==> src/rtl/shifter_iter.sv <==
// Iterative barrel shifter: resolves K count bits per cycle, valid/ready on both sides.
// Optional SHIFTER_ITER_ZERO_BYPASS_EN: a zero count skips the BUSY stages.
module shifter_iter #(
  parameter int N = 16,
  parameter int C = 4,
  parameter int K = 1
) (
  input  logic         clk,
  input  logic         rst,
  input  logic         in_valid,
  output logic         in_ready,
  input  logic [N-1:0] In,
  input  logic [C-1:0] Cnt,
  input  logic [1:0]   Op,
  output logic         out_valid,
  input  logic         out_ready,
  output logic [N-1:0] Out
);

  localparam int L  = C / K;
  localparam int IW = (L > 1) ? $clog2(L) : 1;
  localparam int RW = $clog2(N);

  typedef enum logic [1:0] {IDLE, BUSY, DONE} state_t;

  state_t         state, state_nxt;
  logic [IW-1:0]  idx;
  logic [N-1:0]   data;
  logic [C-1:0]   cnt_r;
  logic [1:0]     op_r;
  logic [N-1:0]   out_r;
  logic [K-1:0]   digit;
  logic [C-1:0]   stage_amt;
  logic [N-1:0]   stage_res;
  logic           last_stage;
  logic           accept;

  // Amounts of N or more saturate; rotation wraps mod N.
  function automatic logic [N-1:0] shift_by(input logic [N-1:0] d,
                                            input logic [C-1:0] amt,
                                            input logic [1:0]   op);
    logic [2*N-1:0] dbl;
    logic [RW-1:0]  r;
    logic           big;
    logic [N-1:0]   res;
    big = (32'(amt) >= N);
    r   = RW'(32'(amt) % N);
    dbl = {d, d} << r;
    unique case (op)
      2'b00:   res = dbl[2*N-1:N];
      2'b01:   res = big ? '0 : (d << amt);
      2'b10:   res = big ? {N{d[N-1]}} : $unsigned($signed(d) >>> amt);
      default: res = big ? '0 : (d >> amt);
    endcase
    return res;
  endfunction

  assign accept     = (state == IDLE) && in_valid;
  assign last_stage = (idx == IW'(L - 1));
  assign digit      = cnt_r[int'(idx)*K +: K];

  always_comb begin
    stage_amt = C'(digit) << (int'(idx) * K);
    stage_res = shift_by(data, stage_amt, op_r);
  end

  always_ff @(posedge clk) begin
    if (rst) state <= IDLE;
    else     state <= state_nxt;
  end

  always_comb begin
    state_nxt = state;
    unique case (state)
      IDLE: begin
        if (in_valid) begin
`ifdef SHIFTER_ITER_ZERO_BYPASS_EN
          state_nxt = (Cnt == '0) ? DONE : BUSY;
`else
          state_nxt = BUSY;
`endif
        end
      end
      BUSY:    if (last_stage) state_nxt = DONE;
      DONE:    if (out_ready)  state_nxt = IDLE;
      default: state_nxt = IDLE;
    endcase
  end

  always_comb begin
    in_ready  = (state == IDLE);
    out_valid = (state == DONE);
  end

  // Stage index and result register are visible state, so they are reset.
  always_ff @(posedge clk) begin
    if (rst) begin
      idx   <= '0;
      out_r <= '0;
    end else begin
      if (accept)              idx <= '0;
      else if (state == BUSY)  idx <= idx + IW'(1);
      if (state == BUSY && last_stage) out_r <= stage_res;
`ifdef SHIFTER_ITER_ZERO_BYPASS_EN
      else if (accept && Cnt == '0)    out_r <= In;
`endif
    end
  end

  // Working operand and latched request; don't-care until the next accept.
  always_ff @(posedge clk) begin
    if (accept) begin
      data  <= In;
      cnt_r <= Cnt;
      op_r  <= Op;
    end else if (state == BUSY) begin
      data  <= stage_res;
    end
  end

  assign Out = out_r;

endmodule
==> config.mk <==
export PLATFORM = sky130hd
export DESIGN_NAME = shifter_iter
export DESIGN_NICKNAME = d
export VERILOG_FILES = /design/src/rtl/shifter_iter.sv
export SDC_FILE = /design/constraint.sdc
export NUM_CORES = 1
export LEC_CHECK = 0
export ABC_CLOCK_PERIOD_IN_PS = 2000
export CORE_MARGIN = 1.5
export CORE_UTILIZATION = 50
export CTS_BUF_LIST = sky130_fd_sc_hd__clkbuf_2
export CTS_CLUSTER_SIZE = 16
export DETAILED_ROUTE_END_ITERATION = 10
export PLACE_DENSITY = 0.76
export SETUP_SLACK_MARGIN = 0.1
export SLEW_MARGIN = 30
export SYNTH_ARGS = -nofsm -noshare
export SYNTH_HDL_FRONTEND = slang
export SYNTH_SLANG_ARGS = --single-unit
==> constraint.sdc <==
create_clock -name clk -period 2 [get_ports clk]
set_clock_uncertainty 0.05 [all_clocks]
set_input_delay 0.5 -clock clk [delete_from_list [all_inputs] [get_ports clk]]
set_output_delay 0.5 -clock clk [all_outputs]
set_load 0.05 [all_outputs]
==> Word level (Yosys, flattened, before mapping) <==
Cells that the tools add are included.
{ "totals": {"ff_bits": 42, "inputBits": 26, "output_inout_bits": 18} }
{ "classes": {"shifts": 6, "n_addsub": 1, "reduce_logical": 7, "n_mux": 7, "eq_ne": 8} }
{ "ops": {"columns": ["cell", "count"], "rows": [
  ["$pmux 16 s3", 1],
  ["$mux 16", 2],
  ["$shl 32x4->32", 1],
  ["$shl 16x4->16", 1],
  ["$shr 16x4->16", 1],
  ["$sshr 16x4->16", 1],
  ["$eq 2x2->1 const B", 3],
  ["$mux 2", 3],
  ["$pmux 2 s3", 1],
  ["$eq 2x1->1 const B", 2],
  ["$logic_not 2->1", 2],
  ["$ne 2x2->1 const B", 2],
  ["$shiftx 4x3->1", 1],
  ["$shl 1x2->4", 1],
  ["$reduce_and 3->1", 1],
  ["$add 2x1->2 const B", 1],
  ["$logic_and 1x1->1", 2],
  ["$ne 2x1->1 const B", 1],
  ["$reduce_bool 2->1", 1],
  ["$reduce_or 2->1", 1]
]} }

==> Logic depth before layout (Yosys ltp) <==
{ "depth": {"ltp_word": 6, "depth_mapped": 9} }

==> Worst setup path before layout <==
No wires, ideal clock.
{ "synth_path": {"path_kind": "reg-to-reg", "start": "register cnt_r[0]", "end": "register data[2], data pin", "arrival_ns": 1.673, "setup_ns": 0.274, "synth_period_minus_slack_ns": 1.997, "path_stages_with_launch": 8, "path_slack_ns": 0.003, "path_cell_list": "edfxtp_1 > buf_4 > and2b_4 > a32o_1 > a221o_1 > o2bb2ai_1 > nor3_1 > a31oi_1"} }
{ "synth_via": {"elab_chain_len": 6} }
{ "synth_lines": {"columns": ["element", "line", "source"], "rows": [
  ["start, declared", "29", "logic [C-1:0] cnt_r;"],
  ["start signal, assigned", "114", "cnt_r <= Cnt;"],
  ["$shiftx 4x3->1 (*)", "60", "assign digit = cnt_r[int'(idx)*K +: K];"],
  ["$shl 1x2->4 (*)", "63", "stage_amt = C'(digit) << (int'(idx) * K);"],
  ["$shr 16x4->16, or another cell as far along", "53", "default: res = big ? '0 : (d >> amt);"],
  ["$pmux 16 s3 (*)", "49", "unique case (op)"],
  ["$mux 16 (*)", "116", "end else if (state == BUSY) begin"],
  ["$mux 16 (*)", "112", "if (accept) begin"],
  ["end signal, assigned", "113", "data <= In;"],
  ["end signal, assigned", "117", "data <= stage_res;"],
  ["end, declared", "28", "logic [N-1:0] data;"]
]} }
Mark *: on every way between the ends. The rest lies on a longest branch, timed or not. The select of a mux whose other input is x is not followed.
A chain may end at the register's enable or synchronous reset.

==> Worst setup path after layout <==
{ "layout_path": {"start": "register data[1]", "end": "register data[5], data pin"} }
{ "layout_via": {"elab_chain_len": 4} }
{ "layout_lines": {"columns": ["element", "line"], "rows": [
  ["$shr 16x4->16, or another cell as far along", "53"],
  ["$pmux 16 s3 (*)", "49"],
  ["$mux 16 (*)", "116"],
  ["$mux 16 (*)", "112"]
]} }
Marked as above.

==> flow_summary.yaml <==
floorplanning:
  die_h_um: 88.6
  io_pins: 44
  rows: 31
  core-area_um2: 7180
  initial_core_util_pct: 51.1
  die-area_um2: 7860
  fp.dieW_um: 88.6
power:
  finalPower_w: 0.00334
  irDropWorstVdd_uv: 594
  power_density_nw_per_um2: 550
  leakagePower_nw: 2.43
setup_path:
  r2r-start: "data[1]"
  critPathLaunchType: "flop"
  critPathKind: "reg -> reg"
  crit_path_end_kind: "flop"
  critPathArrivalTime_ns: 2.40
  rrSetupSlack_ns: -0.26
  slowest_stage: "edfxtp_1"
  path_cells: "buf_4 > nor3_1 > a21oi_2 > o2111ai_2 > o221ai_4 > o41ai_2 > a21oi_1"
  cp-startpoint: "data[1]"
  path_buf_inv: 1
  cpLargestDelayFamily: "compound AO/OA/AOI/OAI gates"
  worstPathRequired_ns: 2.14
  crit_fanout: 7
  cp_slowest_stage_delay_ns: 0.59
yosys:
  synth.avg_cell_area_um2: 7.70
  ys_types: 67
  synthCells: 476
  ys.flop_type: "edfxtp_1"
  synth_top_area_cell: "edfxtp_1"
  async_flop_share_pct: 0
  syn_nets: 503
  ys_seq_area_share_pct: 28.9
  synth.top_cell.area_share_pct: 18.0
  synth_edf_count: 22
  ys_ff_latch: 42
  synth_warnings: 0
  synthesis.area_um2: 3670
  synth_area_leaders: "edfxtp_1, dfxtp_1, nor2_1"
cells_and_area:
  final_cell_mix: "buf_4, nor2_1, a21oi_1, clkdlybuf4s50_1, nand2_1"
  final_common_cell: "buf_4"
  area_delta_synth_final_pct: 65.8
  nFillCells: 410
  register_area_um2: 1070
  multi_input_area_um2: 2900
  fin_area_um2: 6080
  antenna_cells: 0
  layout-drive-gt1-share_pct: 45.6
  layout.nets: 668
  post-route-util_pct: 84.7
placement:
  port_buffers: 43
  hpwl_um: 11900
  gp_congestion: 1.01
  placed_cell_area_um2: 5000
sta:
  rsz0062_at_grt: "yes"
  worst_slack_ns: -0.262
  drv_slew: 0
  setup_viol: 30
  holdWs_ns: 0.437
  hold_viol_final: 0
  worst_slew_pin_slew_ns: 0.606
  fin_crit_ns: 2.26
  relSlewSlack_pct: 59.6
  period_share_pct: 113
  fmax_ghz: 0.442
worst_hold_path:
  hold_path_class: "reg -> reg"
  hp-start: "Out[13]"
run_status:
  violations: "setup timing"
  status: "complete, but fails checks"
routing:
  postRouteAntennaNets: 0
  via_count: 5047
  drt_iter0_drc: 580
  wl_per_cell_um: 23.7
  vias_per_cell: 6.81
  drc: 0
  wl_um: 17600
  dr.pass1.iters: 5
grt:
  grt_pass1_vias: 4584
  grt_max_degree: 25
  grt_most_used_layer: "met2"
  met3_usage_pct: 9.14
  antenna_found_initial: 0
  grt_pass1_wl_um: 24900
  grt.met1_usage_pct: 54.8
  track_usage_pct: 42.5
  grt_remaining_overflow: 0
  use_met2_pct: 67.4
clock_tree:
  cts_buffer_depth: 2
  path_clk_slew_ns: 0.21
  htree_levels: 2
  cts_tree: "yes"
  clock-sinks: 42
  cts-root-buf: "clkbuf_2"
  clk_latency_ns: 0.44
  cts_buffers: 5
  cts_hold_buf: 0
flow_run:
  drv_cap: 0
## cells by family (layout without fill, tap and decap cells)
family                   count (synthesis)  count (layout)  synth area share [%]
buffers and inverters                   61             227                  8.56
adder cells (fa/ha/maj)                  1               1                 0.341
flip-flops                              42              42                  28.9
multiplexers                             7               7                  1.94
AND/OR/NAND/NOR                        163             163                  22.1
AO/OA/AOI/OAI                          202             202                  38.1
## power breakdown
group          switching (W)  leakage, nW  internal, W
registers           0.000152        0.381     0.000991
clock network       0.000296       0.0427     0.000207
logic               0.000876         2.01     0.000819
## metrics by stage
| step | TNS [ns] | std cells | worst slack (ns) |
|---|---|---|---|
| floorplan | 0 | 476 | 0.0206 |
| global placement | -2.78 | 696 | -0.247 |
| detailed placement | -3.39 | 696 | -0.240 |
| CTS | -1.57 | 719 | -0.140 |
| global route | -5.46 | 741 | -0.309 |
| finish | -3.43 | 741 | -0.262 |
## state kept, by name (all words and copies together), names as in the netlist
register / count
Out: 16
data: 16
cnt_r: 4
idx: 2
op_r: 2
state: 2
## tightest hold or removal path: stages (launching register included)
cell and delay [ns]:
dfxtp_1 0.37, nand2_1 0.06, a21oi_1 0.05
## synth_stat cells (all sizes together) (6+ instances only)
| cell | count |
|---|---|
| o211ai | 11 |
| nand3 | 15 |
| dfxtp | 20 |
| nor2 | 64 |
| a311oi | 6 |
| nor3b | 9 |
| o21a | 9 |
| a211oi | 16 |
| a31oi | 13 |
| edfxtp | 22 |
| o21ai | 38 |
| mux2i | 6 |
| nand2b | 9 |
| a21oi | 45 |
| inv | 7 |
| nor3 | 10 |
| buf | 30 |
| and3 | 7 |
| nor2b | 8 |
| clkbuf | 22 |
| nand2 | 27 |
## final timing paths
path              to  cells after the start
max          data[5]                      7
min          Out[13]                      2
max reg2reg  data[5]                      7
min reg2reg  Out[13]                      2
## cell type report
class                           count  area share [%]
Tap cell                           99            2.04
Multi-Input combinational cell    373            47.7
Sequential cell                    42            17.6
Clock inverter                      3           0.659
Inverter                            9           0.638
Timing Repair Buffer              210            31.0
Clock buffer                        5           0.412
## per-layer routing
metal  share of wire (%)  wire length [um]
met1                  37              6560
met2                  46              8030
met3                  11              1940
met4                 5.9              1040
met5                   0                 0
## what timing repair did
action,CTS,global route
cloned,0,1
buffers inserted,15,23
gates resized for setup,79,72
endpoints found under the setup margin,32,33
pin swaps,25,40
Power figures use the tool's default switching activity.
